--- src/rtl/fetch_unit.sv ---
`default_nettype none
// ============================================================================
//  Module      : fetch_unit
//  Description : PC sequencer with req/ack instruction fetch; presents one
//                instruction until the control unit commits it with PCen.
//  Revision    : 1.0  initial release
// ============================================================================
module fetch_unit #(
    parameter int              SIZE     = 64,
    parameter logic [SIZE-1:0] RESET_PC = '0,
    parameter int              PC_STEP  = 4
) (
    input  logic            clk,
    input  logic            rst,
    input  logic            PCSrc,
    input  logic            PCen,
    input  logic [SIZE-1:0] branch_target,
    input  logic            imem_ack,
    input  logic [SIZE-1:0] imem_rdata,
    output logic            imem_req,
    output logic [SIZE-1:0] imem_addr,
    output logic [SIZE-1:0] inst,
    output logic            inst_valid,
    output logic [SIZE-1:0] pc,
    output logic [SIZE-1:0] pc_plus4,
    output logic            align_err
);

    localparam logic [SIZE-1:0] c_step = SIZE'(PC_STEP);

    typedef enum logic [0:0] {
        S_REQ  = 1'b0,
        S_HOLD = 1'b1
    } state_t;

    state_t          r_state;
    logic            r_req;
    logic [SIZE-1:0] r_pc;
    logic [SIZE-1:0] r_inst;
    logic            r_inst_valid;
    logic            r_align_err;

    logic [SIZE-1:0] w_pc_seq;
    logic [SIZE-1:0] w_pc_branch;
    logic            w_misaligned;

    assign w_pc_seq     = r_pc + c_step;
    assign w_pc_branch  = {branch_target[SIZE-1:2], 2'b00};
    assign w_misaligned = |branch_target[1:0];

    // imem_req is a register so it reads 0 throughout reset and rises on the
    // first clock edge after release; an ack only counts while it is high.
    always_ff @(posedge clk or posedge rst) begin
        if (rst) begin
            r_state      <= S_REQ;
            r_req        <= 1'b0;
            r_pc         <= RESET_PC;
            r_inst       <= '0;
            r_inst_valid <= 1'b0;
            r_align_err  <= 1'b0;
        end else begin
            r_align_err <= 1'b0;
            case (r_state)
                S_REQ: begin
                    if (r_req && imem_ack) begin
                        r_inst       <= imem_rdata;
                        r_inst_valid <= 1'b1;
                        r_req        <= 1'b0;
                        r_state      <= S_HOLD;
                    end else begin
                        r_req <= 1'b1;
                    end
                end
                S_HOLD: begin
                    if (PCen) begin
                        r_pc         <= PCSrc ? w_pc_branch : w_pc_seq;
                        r_align_err  <= PCSrc && w_misaligned;
                        r_inst_valid <= 1'b0;
                        r_req        <= 1'b1;
                        r_state      <= S_REQ;
                    end
                end
                default: begin
                    r_req   <= 1'b0;
                    r_state <= S_REQ;
                end
            endcase
        end
    end

    assign imem_req   = r_req;
    assign imem_addr  = r_pc;
    assign inst       = r_inst;
    assign inst_valid = r_inst_valid;
    assign pc         = r_pc;
    assign pc_plus4   = w_pc_seq;
    assign align_err  = r_align_err;

endmodule
`default_nettype wire
--- config.mk ---
export PLATFORM = sky130hd
export DESIGN_NAME = fetch_unit
export DESIGN_NICKNAME = d
export VERILOG_FILES = /design/src/rtl/fetch_unit.sv
export SDC_FILE = /design/constraint.sdc
export NUM_CORES = 1
export LEC_CHECK = 0
export CORE_MARGIN = 2
export CORE_UTILIZATION = 25
export DETAILED_ROUTE_END_ITERATION = 6
export GPL_TIMING_DRIVEN = 0
export PLACE_DENSITY_LB_ADDON = 0.2
export SYNTH_ARGS = -nofsm -noshare
export SYNTH_HDL_FRONTEND = slang
export SYNTH_SLANG_ARGS = --single-unit
--- constraint.sdc ---
create_clock -name clk -period 13.5 [get_ports clk]
set_clock_uncertainty 0.15 [all_clocks]
set_input_delay 2.7 -clock clk [delete_from_list [all_inputs] [get_ports clk]]
set_output_delay 2.7 -clock clk [all_outputs]
set_load 0.02 [all_outputs]
# Yosys cells after proc, flatten, opt, wreduce, memory -nomap -nowiden
# Index checks and enable logic that the tools add are counted.
[word_totals] in_bits=133 wordCells=28 ff_bits=132 out_inout_bits=259
[classes] addsub=1 reduce_logical=6 bitwise_logic=1 n_mux=12 eq_ne=2
[ops] op="adder 64 x 3 -> 64 bit (second input constant)" n=1
[ops] op="2-to-1 mux 64 bit" n=1
[ops] op="2-to-1 mux 1 bit" n=8
[ops] op="one-hot mux 1 bit (2 select lines)" n=3
[ops] op="AND reduction 2 bit" n=3
[ops] op="inequality test 2 bit (second input constant)" n=2
[ops] op="logical AND 1 bit" n=2
[ops] op="OR reduction 2 bit" n=1
[ops] op="inverter 1 bit" n=1

# Longest topological paths before layout
# Gate-level depths: netlist (run 1).
[logic_depth] depth_word=4 ltp_mapped=7 ltp_nobuf=6

# Least setup slack after synthesis (run 1)
# No wires, ideal clock.
[synth_timing] path_type="reg2out" start="reg r_pc[6], in the netlist imem_addr[6]" end="out pc_plus4[56]" n_path_buf=2 setup_slack_ps=8368 path_stages_with_launch=8 t_required_ps=10650 t_arrival_ps=2282 cell_sequence="dfrtp_1 -> buf_2 -> nand4_4 -> nor4_4 -> nand4_4 -> buf_6 -> nor3_4 -> xor2_1"
[synth_via] elab_chain_cells=1
[synth_lines] item="start, declared" line="38" source="logic [SIZE-1:0] r_pc;"
[synth_lines] item="start signal, assigned" line="76" source="r_pc <= PCSrc ? w_pc_branch : w_pc_seq;"
[synth_lines] item="adder 64 x 3 -> 64 bit" line="47" source="assign w_pc_seq = r_pc + c_step;"
[synth_lines] item="end, declared" line="25" source="output logic [SIZE-1:0] pc_plus4,"
# No other way between the ends.

# Worst setup path in the final report (run 1)
[layout_timing] start="reg r_pc[21], in the netlist imem_addr[21]" end="out pc_plus4[57]"
# Same word-level chain as after synthesis.

==> results.cfg, run 1 <==
[run_status]
status = complete, but fails checks
violations = design-rule violations

[power]
swShare = 0.4325
power.leakage_nw = 5.278
pwr-share-clk = 0.162
internal_power_mw = 1.763
seqPwrFrac = 0.253
p_sw_mw = 1.343
p_comb_frac = 0.586
power.total_mw = 3.106
power-per-cell-area_nw_per_um2 = 235.5
ir_drop_mv = 0.1094

[timing]
hold_viol_final = 0
fmax_ghz = 0.1522
tns_ns = 0
min_period_ns = 6.572
hold_ws_ns = 0.3517
setup_viol_count_final = 0
rsz0062_at_grt = no
post-route-period-util = 0.4868
worst_pin_slew_ns = 1.032
slew_violations = 0
slew_headroom = 0.3118

[route]
post-route-drc-count = 4
wire_per_inst_microns = 21.70
vias = 8449
final_antenna_net_count = 0
first_pass_iters = 7
finalWirelength_microns = 37220
route.detailed.vias_per_inst = 4.927
drt_iter0_drc = 647

[cells_and_area]
stdcell_area_sq_um = 13190
num-nets-final = 1399
drive_gt1_frac = 0.1612
area_delta_synth_final_pct = 62.49
n_fill_cell = 3185

[die]
dieWidth_microns = 184.2
coreArea_sq_um = 31800
dieHeight_microns = 184.2
top_level_ports = 392
die_area_sq_um = 33920
start_util = 0.2552
fp-row-count = 65

[clock_tree]
cts_buffer_depth = 2
cts_inserted_buffers = 17
cts_tree = built
cts_max_level = 4
cts_resized = 0
cts_hold_buf = 0
cts.clk_slew.worst_paths_ns = 0.07
clock-sinks = 130
clk_latency_ns = 0.43
root_buffer = clkbuf_16
postCtsSetupBuffers = 0

[global_route]
gr-total-overflow = 0
grt_pass1_wl_microns = 54340
track_usage = 0.2170
grt_pass1_vias = 8367
grt_max_degree = 69
antenna_found_initial = 5

[setup_path]
crit_type = flip-flop to primary output
endpoint_kind = primary output
start_kind = flip-flop
critPathArrivalTime_ns = 3.72
crit_required_ns = 10.65
path_max_fanout = 9

[place]
io_buffers = 385
post_dp_cell_area_sq_um = 12570
hpwl_microns = 27910
place_congestion = 0.8651

[logic_synthesis]
synthTopCellsByCount = dfrtp_1 (130), buf_4 (68), nand2_1 (67)
ys_types = 60
async_reset_ff_frac = 1.000
synth_warnings = 0
synth_area_sq_um = 8117
synthTopCellsByArea = dfrtp_1 (40%), mux2_2 (9.0%), buf_4 (6.3%)
synth_top_area_frac = 0.4008
ys.flop_type = dfrtp_1
synth.avg_cell_area_sq_um = 9.493
yosysMostFrequentCell = dfrtp_1
synth_top_area_cell = dfrtp_1
synth-edff-count = 0
synth-seq-cells = 130
ys_seq_area_frac = 0.4008
syn_inst = 855

[worst_hold_path]
hold_path.class = flip-flop to flip-flop

[flow_run]
cap_violations = 0
power groups by stage:
stage	Clock [mW]	Sequential [mW]	Combinational, mW
floorplan	0	0.951	0.753
global route	0.528	0.817	1.92
CTS	0.511	0.788	1.83
global placement	0	0.784	1.82
finish	0.502	0.785	1.82
detailed placement	0	0.790	1.83
metal layers:
layer	GRT usage	up-vias	routed length, microns	share of wire
met4	0.06336	6	742	0.020
met3	0.05809	51	3148	0.085
met1	0.2637	4112	15060	0.40
met5	0	-	29	0.00078
li1	-	3832	-	-
met2	0.3758	448	18240	0.49
sequential cells by signal, summed over array words and instances, names as in the netlist:
register,flops
align_err,1
inst,64
imem_req,1
r_state,1
inst_valid,1
imem_addr,62
worst paths after layout:
| path | startpoint | to | slack [ns] | cells past startpoint |
|---|---|---|---|---|
| setup / recovery | imem_addr[21]$_DFFE_PP0P_ | pc_plus4[57] | 6.93 | 7 |
| hold / removal | inst[35]$_DFFE_PP0P_ | inst[35]$_DFFE_PP0P_ | 0.35 | 1 |
| setup reg to reg | imem_addr[21]$_DFFE_PP0P_ | imem_addr[57]$_DFFE_PP0P_ | 10.39 | 6 |
| hold reg to reg | inst[35]$_DFFE_PP0P_ | inst[35]$_DFFE_PP0P_ | 0.35 | 1 |
| max in group asynchronous | rst | imem_addr[53]$_DFFE_PP0P_ | 9.83 | 3 |
| min in group asynchronous | rst | inst[15]$_DFFE_PP0P_ | 2.59 | 2 |
kinds of logic (layout without fill, tap and decap cells):
group | count (synthesis) | count (layout) | synth area share
adder cells (fa/ha/maj) | 1 | 1 | 0.001541
flip-flops | 130 | 130 | 0.4008
AND/OR/NAND/NOR | 299 | 299 | 0.2093
buffers and inverters | 147 | 565 | 0.1028
other | 1 | 8 | 0.0004620
XOR/XNOR | 60 | 60 | 0.06474
AO/OA/AOI/OAI | 144 | 144 | 0.1202
multiplexers | 73 | 73 | 0.1000
critical path, stage by stage, from the launching register on:
cell and delay, ns:
dfrtp_1 0.40, buf_2 0.22, nand4_1 0.37, nor3_2 0.67, nand2_1 0.30, nor3_1 0.49
xnor2_1 0.20, clkdlybuf4s50_1 0.64
through the flow:
step                      std cells  worst slack, ns  utilization
after floorplan                 860            7.181            -
after global placement         1680            4.576       0.3941
after detailed placement       1681            7.407       0.3952
after CTS                      1713            6.919       0.4146
after global routing           1714            6.729       0.4147
final                          1715            6.928       0.4148
final cells by class:
class | count | area, sq um | area share
flip-flops and latches | 130 | 3253 | 0.2467
diodes | 2 | 5.005 | 0.0003795
well taps | 435 | 544.3 | 0.04127
plain buffers | 132 | 778.2 | 0.05901
clock inverters | 14 | 178.9 | 0.01357
multi-input cells | 583 | 4048 | 0.3069
clock buffers | 18 | 439.2 | 0.03330
repair buffers | 386 | 3881 | 0.2943
inverters | 15 | 61.31 | 0.004649
placed cells by master, fill, tap and decap left out, types with 8 or more instances in the layout:
master / count
dfrtp_1: 130
nand3_1: 45
o21ai_0: 36
and3_1: 23
clkbuf_16: 17
a21oi_1: 31
clkdlybuf4s50_1: 385
buf_1: 8
nor2_1: 49
xnor2_1: 38
buf_2: 15
a22oi_1: 11
mux2i_1: 8
xor2_1: 22
inv_1: 14
nor4_1: 15
mux2_2: 65
clkbuf_1: 39
buf_4: 68
nand2_1: 67
nor3_1: 20
nand4_1: 29
(Power assumes the default switching activity.)
==> run 2, diff against run 1 <==
Clock period 13.5 ns to 5.6 ns, I/O delays scaled along.
==> results of run 2 <==
The final DEF is identical to that of run 1. Status: complete, but fails checks: design-rule violations.
Among the figures that moved: setup slack after placement 7.407 ns -> 1.087 ns; setup slack after layout 6.928 ns -> 0.6080 ns; register-to-register setup slack 10.39 ns -> 2.49 ns; total power 3.106 mW -> 7.488 mW; worst IR drop on VDD 0.1094 mV -> 0.2638 mV
